==> src/rtl/pc_sequencer_pkg.sv <==
// Shared types and helpers for the fetch-stage PC sequencer.
// Next-PC source encoding and the STEP alignment mask.
package pc_seq_pkg;

  typedef enum logic [2:0] {
    SRC_RESET,
    SRC_HOLD,
    SRC_RET,
    SRC_JUMP,
    SRC_BRANCH,
    SRC_SEQ
  } pc_src_e;

  // Keeps the bits above log2(step) and clears the bits below it.
  function automatic logic [63:0] align_mask(input int unsigned step);
    return ~(64'(step) - 64'd1);
  endfunction

endpackage

==> src/rtl/pc_sequencer_if.sv <==
// Redirect request and PC result bundle between fetch control and pc_sequencer.
interface pc_sequencer_if #(
  parameter int PC_WIDTH = 32
);
  logic                Stall;
  logic                BranchTaken;
  logic [PC_WIDTH-1:0] BranchTarget;
  logic                Jump;
  logic                Call;
  logic [PC_WIDTH-1:0] JumpTarget;
  logic                Ret;
  logic [PC_WIDTH-1:0] RetTarget;
  logic [PC_WIDTH-1:0] PC;
  logic [PC_WIDTH-1:0] PCPlusStep;
  logic                MisalignErr;
  logic                RasUnderflow;
  logic                RasFull;

  modport master (
    output Stall, BranchTaken, BranchTarget, Jump, Call, JumpTarget, Ret, RetTarget,
    input  PC, PCPlusStep, MisalignErr, RasUnderflow, RasFull
  );

  modport slave (
    input  Stall, BranchTaken, BranchTarget, Jump, Call, JumpTarget, Ret, RetTarget,
    output PC, PCPlusStep, MisalignErr, RasUnderflow, RasFull
  );
endinterface

==> src/rtl/pc_sequencer_ras.sv <==
// Circular return-address stack; a push while full overwrites the oldest entry.
module pc_ras #(
  parameter int DEPTH = 4,
  parameter int WIDTH = 32
) (
  input  logic             clk,
  input  logic             rst,
  input  logic             push,
  input  logic             pop,
  input  logic [WIDTH-1:0] din,
  output logic [WIDTH-1:0] top,
  output logic             full,
  output logic             empty
);
  localparam int AW = $clog2(DEPTH);

  logic [WIDTH-1:0] mem [DEPTH];
  logic [AW-1:0]    wp;
  logic [AW-1:0]    top_idx;
  logic [AW:0]      cnt;

  assign top_idx = wp - AW'(1);
  assign top     = mem[top_idx];
  assign full    = (cnt == (AW+1)'(DEPTH));
  assign empty   = (cnt == '0);

  always_ff @(posedge clk) begin
    if (rst) begin
      wp  <= '0;
      cnt <= '0;
    end else if (pop && !empty) begin
      wp  <= top_idx;
      cnt <= cnt - (AW+1)'(1);
    end else if (push) begin
      wp <= wp + AW'(1);
      if (!full) cnt <= cnt + (AW+1)'(1);
    end
  end

  always_ff @(posedge clk) begin
    if (!rst && push && !pop) mem[wp] <= din;
  end
endmodule

==> src/rtl/pc_sequencer.sv <==
// Fetch-stage PC register with fixed-priority redirects and sequential step.
// Define PC_SEQ_RAS_EN to build in the return-address stack predictor.
//
// src        | meaning
// SRC_RESET  | load RESET_VECTOR
// SRC_HOLD   | stall: PC and stack hold
// SRC_RET    | return: stack top, or RetTarget when empty / no stack
// SRC_JUMP   | jump or call to JumpTarget (call also pushes)
// SRC_BRANCH | taken branch to BranchTarget
// SRC_SEQ    | PC + STEP
module pc_sequencer
  import pc_seq_pkg::*;
#(
  parameter int                    PC_WIDTH     = 32,
  parameter int unsigned           STEP         = 4,
  parameter logic [PC_WIDTH-1:0]   RESET_VECTOR = '0,
  parameter int                    RAS_DEPTH    = 4
) (
  input logic           Clk,
  input logic           Reset,
  pc_sequencer_if.slave bus
);
  localparam logic [PC_WIDTH-1:0] MASK   = PC_WIDTH'(align_mask(STEP));
  localparam logic [PC_WIDTH-1:0] STEP_W = PC_WIDTH'(STEP);

  if (RAS_DEPTH < 2 || (RAS_DEPTH & (RAS_DEPTH - 1)) != 0) begin : g_bad_ras_depth
    $error("pc_sequencer: RAS_DEPTH must be a power of two >= 2");
  end

  pc_src_e             src;
  logic [PC_WIDTH-1:0] pc_q;
  logic [PC_WIDTH-1:0] pc_plus;
  logic [PC_WIDTH-1:0] ret_val;
  logic [PC_WIDTH-1:0] raw;
  logic                redirect;
  logic                misalign_q;

  assign pc_plus         = pc_q + STEP_W;
  assign bus.PC          = pc_q;
  assign bus.PCPlusStep  = pc_plus;
  assign bus.MisalignErr = misalign_q;

  always_comb begin
    src = SRC_SEQ;
    if (Reset)                      src = SRC_RESET;
    else if (bus.Stall)             src = SRC_HOLD;
    else if (bus.Ret)               src = SRC_RET;
    else if (bus.Jump || bus.Call)  src = SRC_JUMP;
    else if (bus.BranchTaken)       src = SRC_BRANCH;
  end

  always_comb begin
    raw = '0;
    case (src)
      SRC_RET:    raw = ret_val;
      SRC_JUMP:   raw = bus.JumpTarget;
      SRC_BRANCH: raw = bus.BranchTarget;
      default:    raw = '0;
    endcase
  end

  assign redirect = (src == SRC_RET) || (src == SRC_JUMP) || (src == SRC_BRANCH);

  always_ff @(posedge Clk) begin
    if (Reset) begin
      pc_q       <= RESET_VECTOR;
      misalign_q <= 1'b0;
    end else begin
      case (src)
        SRC_HOLD: pc_q <= pc_q;
        SRC_SEQ:  pc_q <= pc_plus;
        default:  pc_q <= raw & MASK;
      endcase
      misalign_q <= redirect && (|(raw & ~MASK));
    end
  end

`ifdef PC_SEQ_RAS_EN
  logic                ras_empty;
  logic                ras_full;
  logic                ras_push;
  logic                ras_pop;
  logic [PC_WIDTH-1:0] ras_top;
  logic                underflow_q;

  // Ret outranks Call, so a simultaneous pair only pops.
  assign ras_push = (src == SRC_JUMP) && bus.Call;
  assign ras_pop  = (src == SRC_RET) && !ras_empty;
  assign ret_val  = ras_empty ? bus.RetTarget : ras_top;

  pc_ras #(
    .DEPTH (RAS_DEPTH),
    .WIDTH (PC_WIDTH)
  ) u_ras (
    .clk   (Clk),
    .rst   (Reset),
    .push  (ras_push),
    .pop   (ras_pop),
    .din   (pc_plus),
    .top   (ras_top),
    .full  (ras_full),
    .empty (ras_empty)
  );

  always_ff @(posedge Clk) begin
    if (Reset) underflow_q <= 1'b0;
    else       underflow_q <= (src == SRC_RET) && ras_empty;
  end

  assign bus.RasUnderflow = underflow_q;
  assign bus.RasFull      = ras_full;
`else
  assign ret_val          = bus.RetTarget;
  assign bus.RasUnderflow = 1'b0;
  assign bus.RasFull      = 1'b0;
`endif
endmodule

==> src/flat_wrapper.sv <==
// flat-port wrapper written by rule: the top's interface ports become plain ports
module pc_sequencer_flat import pc_seq_pkg::*;
#(
  parameter int                    PC_WIDTH     = 32,
  parameter int unsigned           STEP         = 4,
  parameter logic [PC_WIDTH-1:0]   RESET_VECTOR = '0,
  parameter int                    RAS_DEPTH    = 4
)
  (Clk, Reset, bus_Stall, bus_BranchTaken, bus_BranchTarget, bus_Jump, bus_Call, bus_JumpTarget, bus_Ret, bus_RetTarget, bus_PC, bus_PCPlusStep, bus_MisalignErr, bus_RasUnderflow, bus_RasFull);
  pc_sequencer_if #(.PC_WIDTH(PC_WIDTH)) bus_i ();
  input logic Clk;
  input logic Reset;
  input wire logic [$bits(bus_i.Stall)-1:0] bus_Stall;
  input wire logic [$bits(bus_i.BranchTaken)-1:0] bus_BranchTaken;
  input wire logic [$bits(bus_i.BranchTarget)-1:0] bus_BranchTarget;
  input wire logic [$bits(bus_i.Jump)-1:0] bus_Jump;
  input wire logic [$bits(bus_i.Call)-1:0] bus_Call;
  input wire logic [$bits(bus_i.JumpTarget)-1:0] bus_JumpTarget;
  input wire logic [$bits(bus_i.Ret)-1:0] bus_Ret;
  input wire logic [$bits(bus_i.RetTarget)-1:0] bus_RetTarget;
  output wire logic [$bits(bus_i.PC)-1:0] bus_PC;
  output wire logic [$bits(bus_i.PCPlusStep)-1:0] bus_PCPlusStep;
  output wire logic [$bits(bus_i.MisalignErr)-1:0] bus_MisalignErr;
  output wire logic [$bits(bus_i.RasUnderflow)-1:0] bus_RasUnderflow;
  output wire logic [$bits(bus_i.RasFull)-1:0] bus_RasFull;
  assign bus_i.Stall = bus_Stall;
  assign bus_i.BranchTaken = bus_BranchTaken;
  assign bus_i.BranchTarget = bus_BranchTarget;
  assign bus_i.Jump = bus_Jump;
  assign bus_i.Call = bus_Call;
  assign bus_i.JumpTarget = bus_JumpTarget;
  assign bus_i.Ret = bus_Ret;
  assign bus_i.RetTarget = bus_RetTarget;
  assign bus_PC = bus_i.PC;
  assign bus_PCPlusStep = bus_i.PCPlusStep;
  assign bus_MisalignErr = bus_i.MisalignErr;
  assign bus_RasUnderflow = bus_i.RasUnderflow;
  assign bus_RasFull = bus_i.RasFull;
  pc_sequencer #(.PC_WIDTH(PC_WIDTH), .STEP(STEP), .RESET_VECTOR(RESET_VECTOR), .RAS_DEPTH(RAS_DEPTH)) u_core (.Clk(Clk), .Reset(Reset), .bus(bus_i));
endmodule
==> config.mk <==
export PLATFORM = sky130hd
export DESIGN_NAME = pc_sequencer_flat
export DESIGN_NICKNAME = d
export VERILOG_FILES = /design/src/rtl/pc_sequencer_pkg.sv /design/src/rtl/pc_sequencer_if.sv /design/src/rtl/pc_sequencer_ras.sv /design/src/rtl/pc_sequencer.sv /design/src/flat_wrapper.sv
export SDC_FILE = /design/constraint.sdc
export NUM_CORES = 1
export LEC_CHECK = 0
export CAP_MARGIN = 20
export CORE_MARGIN = 1
export CORE_UTILIZATION = 40
export CTS_CLUSTER_SIZE = 14
export DETAILED_ROUTE_END_ITERATION = 16
export HOLD_SLACK_MARGIN = 0.12
export PLACE_DENSITY = 0.88
export SLEW_MARGIN = 25
export SYNTH_ARGS = -nofsm -noshare
export SYNTH_HDL_FRONTEND = slang
export SYNTH_SLANG_ARGS = --single-unit
==> constraint.sdc <==
create_clock -name Clk -period 5.9 [get_ports Clk]
set_input_delay 1.18 -clock Clk [delete_from_list [all_inputs] [get_ports Clk]]
set_output_delay 1.18 -clock Clk [all_outputs]
set_load 0.005 [all_outputs]
Word-level counts from Yosys, hierarchy flattened --
Index checks and enable logic that the tools add are counted.
Cells by class: multiplexer cells 7, equal/unequal tests 5, add/sub/neg operators 1, reductions and logical operators 5
Operators with widths (count):
- 32-bit case mux with 3 select lines | 1
- 32-bit case mux with 2 select lines | 1
- 32-bit by 3-bit adder with 32-bit output (second input constant) | 1
- 3-bit 2-to-1 mux | 4
- 3-bit by 2-bit equality test with 1-bit output (second input constant) | 2
- 3-bit equality test (second input constant) | 2
- 3-bit by 1-bit equality test with 1-bit output (second input constant) | 1
- 1-bit logical OR | 3
- 2-bit OR reduction | 1
- 1-bit logical AND | 1
- 1-bit 2-to-1 mux | 1
Word-level totals: logic and storage cells 20, bits of input ports 103, output and inout bits 67, flip-flop bits (word level) 33

Longest topological paths before layout --
Gate-level depths: netlist (run 1).
word-level depth 9, mapped depth 7, gate-level depth less buffers 6

Worst setup path before layout (run 1) --
Ideal clock, no wire load.
kind register to output, start register u_core.pc_q[3], in the netlist u_core.bus.PC[3], end output port bus_PCPlusStep[24], setup slack 3.050 ns, data required time 4.720 ns, arrival 1.670 ns, cell stages (with the launch flop) 6, path through dfxtp_1 ha_1 nand2_1 nor4_2 and4_1 xnor2_1
Between the ends: word-level cells in the longest chain between the ends 1
RTL lines:
- start, declared | RTL line pc_sequencer.sv:31 | logic [PC_WIDTH-1:0] pc_q;
- start signal, assigned | RTL line pc_sequencer.sv:70 | SRC_HOLD: pc_q <= pc_q;
- start signal, assigned | RTL line pc_sequencer.sv:71 | SRC_SEQ: pc_q <= pc_plus;
- start signal, assigned | RTL line pc_sequencer.sv:72 | default: pc_q <= raw & MASK;
- 32-bit by 3-bit adder with 32-bit output | RTL line pc_sequencer.sv:38 | assign pc_plus = pc_q + STEP_W;
- end, declared | RTL line flat_wrapper.sv:22 | output wire logic [$bits(bus_i.PCPlusStep)-1:0] bus_PCPlusStep;
No other way between the ends.

Worst setup path in the final report (run 1) --
Same ends and word-level chain as after synthesis.

==> results.py, run 1 <==
metrics = {
    "cts": {
        "cts.repair.resized": 0,
        "clock_sinks": 31,
        "cts_tree": "done",
        "clk_path_buf_depth": 2,
        "post_cts_buffers": 0,
        "hold_buffers": 0,
        "clk_latency_ns": 0.29,
        "htreeDepth": 2,
        "clkSlewWorstSetupHoldPaths_ns": 0.07,
        "cts_root_buffer": "clkbuf_8",
        "cts_made_buffers": 5,
    },
    "worst_setup_path": {
        "rr_startpoint": "u_core.bus.PC[3]",
        "arrival_ns": 3.09,
        "timing.critical_path.slowest_stage_cell": "nor4_2",
        "crit_path_max_fanout": 9,
        "path_buf_inv": 1,
        "reg2reg_depth": 6,
        "worstSetupPathType": "reg2out",
        "cp_num_cells": 6,
        "worst_r2r_endpoint": "u_core.bus.PC[16]",
        "cpPeakStageDelay_ns": 0.77,
        "worstPathRequired_ns": 4.72,
        "path_cells": "ha_1 > nand2_1 > nor4_2 > and4_1 > xnor2_1 > clkdlybuf4s50_1",
        "startpoint_type": "flip-flop",
        "rrSetupSlack_ns": 3.42,
        "critPathTopFamily": "simple AND/OR/NAND/NOR gates",
        "cp-end-kind": "primary output",
    },
    "finish": {
        "n_antenna_cell": 0,
        "register_area_um2": 621,
        "drive_above_1_share_pct": 5.10,
        "fillerInstances": 533,
        "multi_input_area_um2": 1780,
        "area_growth_pct": 66.0,
        "post-route-util_pct": 68.6,
        "layout.nets": 593,
    },
    "synthesis": {
        "synth_top_area_cell": "dfxtp_1",
        "syn_inst": 338,
        "async_flop_share_pct": 0,
        "synth_ff_type": "dfxtp_1",
        "synth_area_leaders": "dfxtp_1 (24%), xnor2_1 (8.3%), a221oi_1 (6.3%)",
        "yosysMostFrequentCell": "dfxtp_1",
        "ys_types": 55,
        "ys_ff_latch": 31,
        "avgSynthCellArea_um2": 7.76,
        "ys_seq_area_share_pct": 23.7,
        "synth_edf_count": 0,
        "yosysWarningCount": 0,
        "synthTopCellsByCount": "dfxtp_1 (31), a21oi_1 (29), xnor2_1 (25)",
        "netlist_area_um2": 2620,
        "synth_top_area_share_pct": 23.7,
    },
    "routing": {
        "drt-initial-drc-count": 281,
        "drt_first_pass_iters": 5,
        "drc": 0,
        "wl_um": 10100,
        "viasPerCell": 6.01,
        "postRouteAntennaNets": 0,
        "vias": 3405,
        "wire_per_inst_um": 17.8,
    },
    "grt": {
        "grt_pass1_vias": 3180,
        "grt_max_degree": 62,
        "grt.total_usage_pct": 28.1,
        "overflow": 0,
        "antenna_found_initial": 0,
        "grt_pass1_wl_um": 15800,
    },
    "status": {
        "outcome": "finished, final reports clean",
    },
    "power": {
        "powerDensity_nw_per_um2": 149,
        "ir_worst_vdd_v": 0.000105,
        "leakagePower_nw": 1.54,
    },
    "min_path": {
        "min-delay-start": "u_core.bus.PC[30]",
        "worstHoldPathCells": 2,
        "hold_path.class": "reg2reg",
        "hold_path_end": "u_core.bus.PC[30]",
    },
    "timing": {
        "slew-limit-headroom_pct": 35.1,
        "min_period_over_period_pct": 72.3,
        "skew_ns": 0.00938,
        "fin_crit_ns": 4.27,
        "worst_hold_slack_ns": 0.524,
        "hold_violations": 0,
        "rsz0062_at_grt": "no",
        "finalSetupTns_ns": 0,
        "max_freq_mhz": 234,
        "slew_viol_final": 0,
        "final-setup-viol-count": 0,
        "timing_worst_slew_pin_value_ns": 0.965,
    },
    "placed_design": {
        "gp_congestion": 0.896,
        "port_buffers": 163,
        "dp.final_hpwl_um": 7570,
    },
    "floorplan": {
        "fp.dieH_um": 83.0,
        "die_w_um": 83.0,
        "core_um2": 6350,
        "rows": 29,
        "start_util_pct": 41.3,
        "dieArea_um2": 6880,
        "io_pins": 170,
    },
    "job": {
        "cap_violations": 0,
    },
}
==> cell usage in the layout (no fill, tap or decap), types with 2 or more instances in the layout <==
cell / n
a222oi_1: 4
a21o_1: 2
xor2_1: 3
clkdlybuf4s50_1: 162
nor3_1: 3
nand4_1: 8
buf_4: 5
or3_1: 4
o21bai_1: 4
o22a_1: 2
nor4_1: 4
dfxtp_1: 31
o21a_1: 2
xnor2_1: 25
a2bb2oi_1: 15
clkbuf_8: 7
conb_1: 6
nand2b_1: 3
nor2_1: 19
a221o_1: 11
nand3_1: 16
a21oi_1: 29
nand2_1: 23
a221oi_1: 19
a22oi_1: 9
and4_1: 4
and3_1: 3
o21ai_0: 16
inv_1: 20
o211ai_1: 3
o2bb2ai_1: 3
a31oi_1: 2
==> tightest hold or removal path, stage by stage, from the launching register on <==
cell and delay (ns):
dfxtp_1 0.34, inv_1 0.09, a2bb2oi_1 0.06
==> per-layer routing <==
layer	GRT usage [%]	wire (µm)
met1	34.5	3910
met5	0	0
met3	5.07	798
met2	48.8	5170
met4	10.5	224
==> worst max-delay path by stage <==
| stage | start | end |
|---|---|---|
| final | u_core.bus.PC[3] | bus_PCPlusStep[24] |
| after CTS | u_core.bus.PC[3] | bus_PCPlusStep[24] |
| after global placement | Reset | u_core.bus.PC[4] |
| after detailed placement | Reset | u_core.bus.PC[18] |
| after global routing | u_core.bus.PC[2] | bus_PCPlusStep[24] |
| after floorplan | u_core.bus.PC[3] | bus_PCPlusStep[24] |
==> flip-flops by register name (all words and copies together) (netlist names) <==
| signal | cells |
|---|---|
| u_core.bus.PC | 30 |
| u_core.bus.MisalignErr | 1 |
==> power breakdown <==
group	switching [mW]	leakage [nW]	total, mW	internal [mW]
combinational	0.0753	1.23	0.213	0.138
sequential	0.0199	0.254	0.242	0.222
clock	0.0868	0.0515	0.193	0.107
==> cell type report <==
| cell class | count | share of cell area, % |
|---|---|---|
| multi-input cells | 261 | 40.9 |
| repair buffers | 169 | 38.6 |
| flip-flops and latches | 31 | 14.3 |
| clock buffers | 8 | 2.30 |
| well taps | 77 | 2.21 |
| inverters | 21 | 1.81 |
==> cell families (layout without fill, tap and decap cells) <==
| logic type | count (synthesis) | count (layout) | synth area share, % |
|---|---|---|---|
| AOI/OAI and AO/OA | 125 | 125 | 34.9 |
| and+or+nand+nor | 99 | 99 | 21.5 |
| buffers and inverters | 51 | 198 | 9.21 |
| DFF | 31 | 31 | 23.7 |
| xor gates and xnor gates | 28 | 28 | 9.35 |
| muxes | 2 | 2 | 0.811 |
| adders and majority gates | 1 | 1 | 0.477 |
| other | 1 | 6 | 0.143 |
==> through the flow <==
step	setup slack, ns	area [µm²]	cells	power (mW)
5_1_grt	1.52	4350	567	0.671
6_report	1.63	4350	567	0.649
2_1_floorplan	3.05	2640	343	0.324
4_1_cts	1.71	4340	566	0.646
3_3_place_gp	1.89	4240	558	0.453
3_5_place_dp	1.81	4240	558	0.458
Power figures use the tool's default switching activity.
==> run 2: changes to the inputs <==
--- a/config.mk
+++ b/config.mk
@@ -7,11 +7,11 @@
 export LEC_CHECK = 0
 export CAP_MARGIN = 20
 export CORE_MARGIN = 1
-export CORE_UTILIZATION = 40
+export CORE_UTILIZATION = 33
 export CTS_CLUSTER_SIZE = 14
 export DETAILED_ROUTE_END_ITERATION = 16
 export HOLD_SLACK_MARGIN = 0.12
-export PLACE_DENSITY = 0.88
+export PLACE_DENSITY = 0.77
 export SLEW_MARGIN = 25
 export SYNTH_ARGS = -nofsm -noshare
 export SYNTH_HDL_FRONTEND = slang
==> constraint.sdc (replaced) <==
create_clock -name Clk -period 3.65 [get_ports Clk]
set_input_delay 0.73 -clock Clk [delete_from_list [all_inputs] [get_ports Clk]]
set_output_delay 0.73 -clock Clk [all_outputs]
set_load 0.005 [all_outputs]
==> run 2 against run 1 <==
Critical path depth shrank 1. Register-to-register slack lost 2.0 ns. Hold slack gained 0.0024 ns. Largest cell class unchanged. Sequential share of layout area shrank 0.16 points. Highest routed layer unchanged. Global-route usage shrank 3.9 points. Wire length grew 1.2%.
==> results.py, run 2 (synthesis gave the netlist of run 1 again) <==
metrics = {
    "routing": {
        "wl_um": 10200,
        "drc": 0,
        "postRouteAntennaNets": 0,
        "drt_first_pass_iters": 5,
        "vias": 3336,
        "viasPerCell": 5.60,
        "drt-initial-drc-count": 230,
        "wire_per_inst_um": 17.2,
    },
    "worst_setup_path": {
        "cp-end-kind": "primary output",
        "setup.worst_path.start": "u_core.bus.PC[11]",
        "crit_path_max_fanout": 9,
        "arrival_ns": 2.68,
        "worstPathRequired_ns": 2.92,
        "startpoint_type": "flip-flop",
        "rr_startpoint": "u_core.bus.PC[11]",
        "worstSetupPathType": "reg2out",
    },
    "floorplan": {
        "io_pins": 170,
        "rows": 32,
        "core_um2": 7690,
        "dieArea_um2": 8310,
        "start_util_pct": 34.1,
        "fp.dieH_um": 91.1,
        "die_w_um": 91.1,
    },
    "grt": {
        "grt_max_degree": 39,
        "grt_pass1_vias": 3159,
        "grt_pass1_wl_um": 16200,
        "grt.total_usage_pct": 24.2,
        "overflow": 0,
        "antenna_found_initial": 0,
    },
    "power": {
        "ir_worst_vdd_v": 0.000162,
        "leakagePower_nw": 1.55,
        "powerDensity_nw_per_um2": 231,
        "power_mw": 1.02,
    },
    "timing": {
        "slew_viol_final": 0,
        "max_freq_mhz": 293,
        "hold_violations": 0,
        "min_period_over_period_pct": 93.4,
        "fin_crit_ns": 3.41,
        "finalSetupTns_ns": 0,
        "timing_worst_slew_pin_value_ns": 0.841,
        "slew-limit-headroom_pct": 43.8,
        "rsz0062_at_grt": "no",
        "final-setup-viol-count": 0,
        "skew_ns": 0.0140,
    },
    "cts": {
        "cts_root_buffer": "clkbuf_8",
        "hold_buffers": 0,
        "clk_latency_ns": 0.28,
        "cts_tree": "done",
        "cts.repair.resized": 0,
        "clock_sinks": 31,
        "htreeDepth": 2,
        "post_cts_buffers": 0,
        "clk_path_buf_depth": 2,
        "cts_made_buffers": 5,
        "clkSlewWorstSetupHoldPaths_ns": 0.08,
    },
    "finish": {
        "register_area_um2": 621,
        "layout_common_cells": "clkdlybuf4s50_1 (162), dfxtp_1 (31), a21oi_1 (29)",
        "fillerInstances": 724,
        "mostFrequentLayoutCell": "clkdlybuf4s50_1",
        "drive_above_1_share_pct": 6.07,
        "multi_input_area_um2": 1780,
        "layout.nets": 598,
        "area_growth_pct": 67.9,
        "largest_reg_flops": 30,
        "n_antenna_cell": 0,
    },
    "placed_design": {
        "gp_congestion": 0.875,
        "dp.final_hpwl_um": 7980,
        "port_buffers": 163,
    },
    "min_path": {
        "hold_path.class": "reg2reg",
        "min-delay-start": "u_core.bus.PC[30]",
    },
    "job": {
        "cap_violations": 0,
    },
    "status": {
        "outcome": "finished, final reports clean",
    },
}
[run 2: changes by cell type in the layout (fill, tap and decap cells not counted)]
cell / change
clkbuf_1: -1
buf_4: +6
clkbuf_8: -1
buf_8: -1
clkinv_2: +1
[run 2: metal layers]
layer / up-vias / routed length [µm] / part of all wire, % / GRT usage, %
li1: 1584 / - / - / -
met1: 1611 / 4370 / 43 / 31.0
met2: 130 / 5120 / 50 / 42.0
met3: 11 / 606 / 5.9 / 4.19
met4: 0 / 118 / 1.2 / 5.56
met5: - / 0 / 0 / 0
[run 2: critical path: stages, from the launching register on]
cell and delay (ns):
dfxtp_1 0.42, nand3_1 0.24, nor4_4 0.67, nand4_1 0.31, xnor2_1 0.23, clkdlybuf4s50_1 0.52
[run 2: final timing paths]
kind,to,slack [ns],depth (start not counted)
setup / recovery,bus_PCPlusStep[23],0.24,5
hold / removal,u_core.bus.PC[30],0.53,2
setup reg to reg,u_core.bus.PC[23],1.46,5
hold reg to reg,u_core.bus.PC[30],0.53,2
[run 2: area by class of cell]
type,count,share of cell area [%]
clock inverter,1,0.114
multi-input combinational,261,40.4
inverter,21,1.79
clock buffer,6,1.88
timing repair buffer,174,38.8
sequential,31,14.1
tap,102,2.90
[run 2: through the flow]
stage	setup slack, ns	util [%]	instances	area, µm²	hold slack [ns]
floorplan	1.25	-	343	2640	0.501
global placement	0.655	56.1	589	4320	0.513
detailed placement	0.582	56.1	589	4320	0.521
CTS	0.254	57.3	596	4400	0.531
global route	0.0496	57.3	596	4400	0.559
finish	0.239	57.3	596	4400	0.527
[run 2: power breakdown]
group,internal (mW),switching (mW)
clock network,0.148,0.133
registers,0.359,0.0301
logic,0.225,0.124
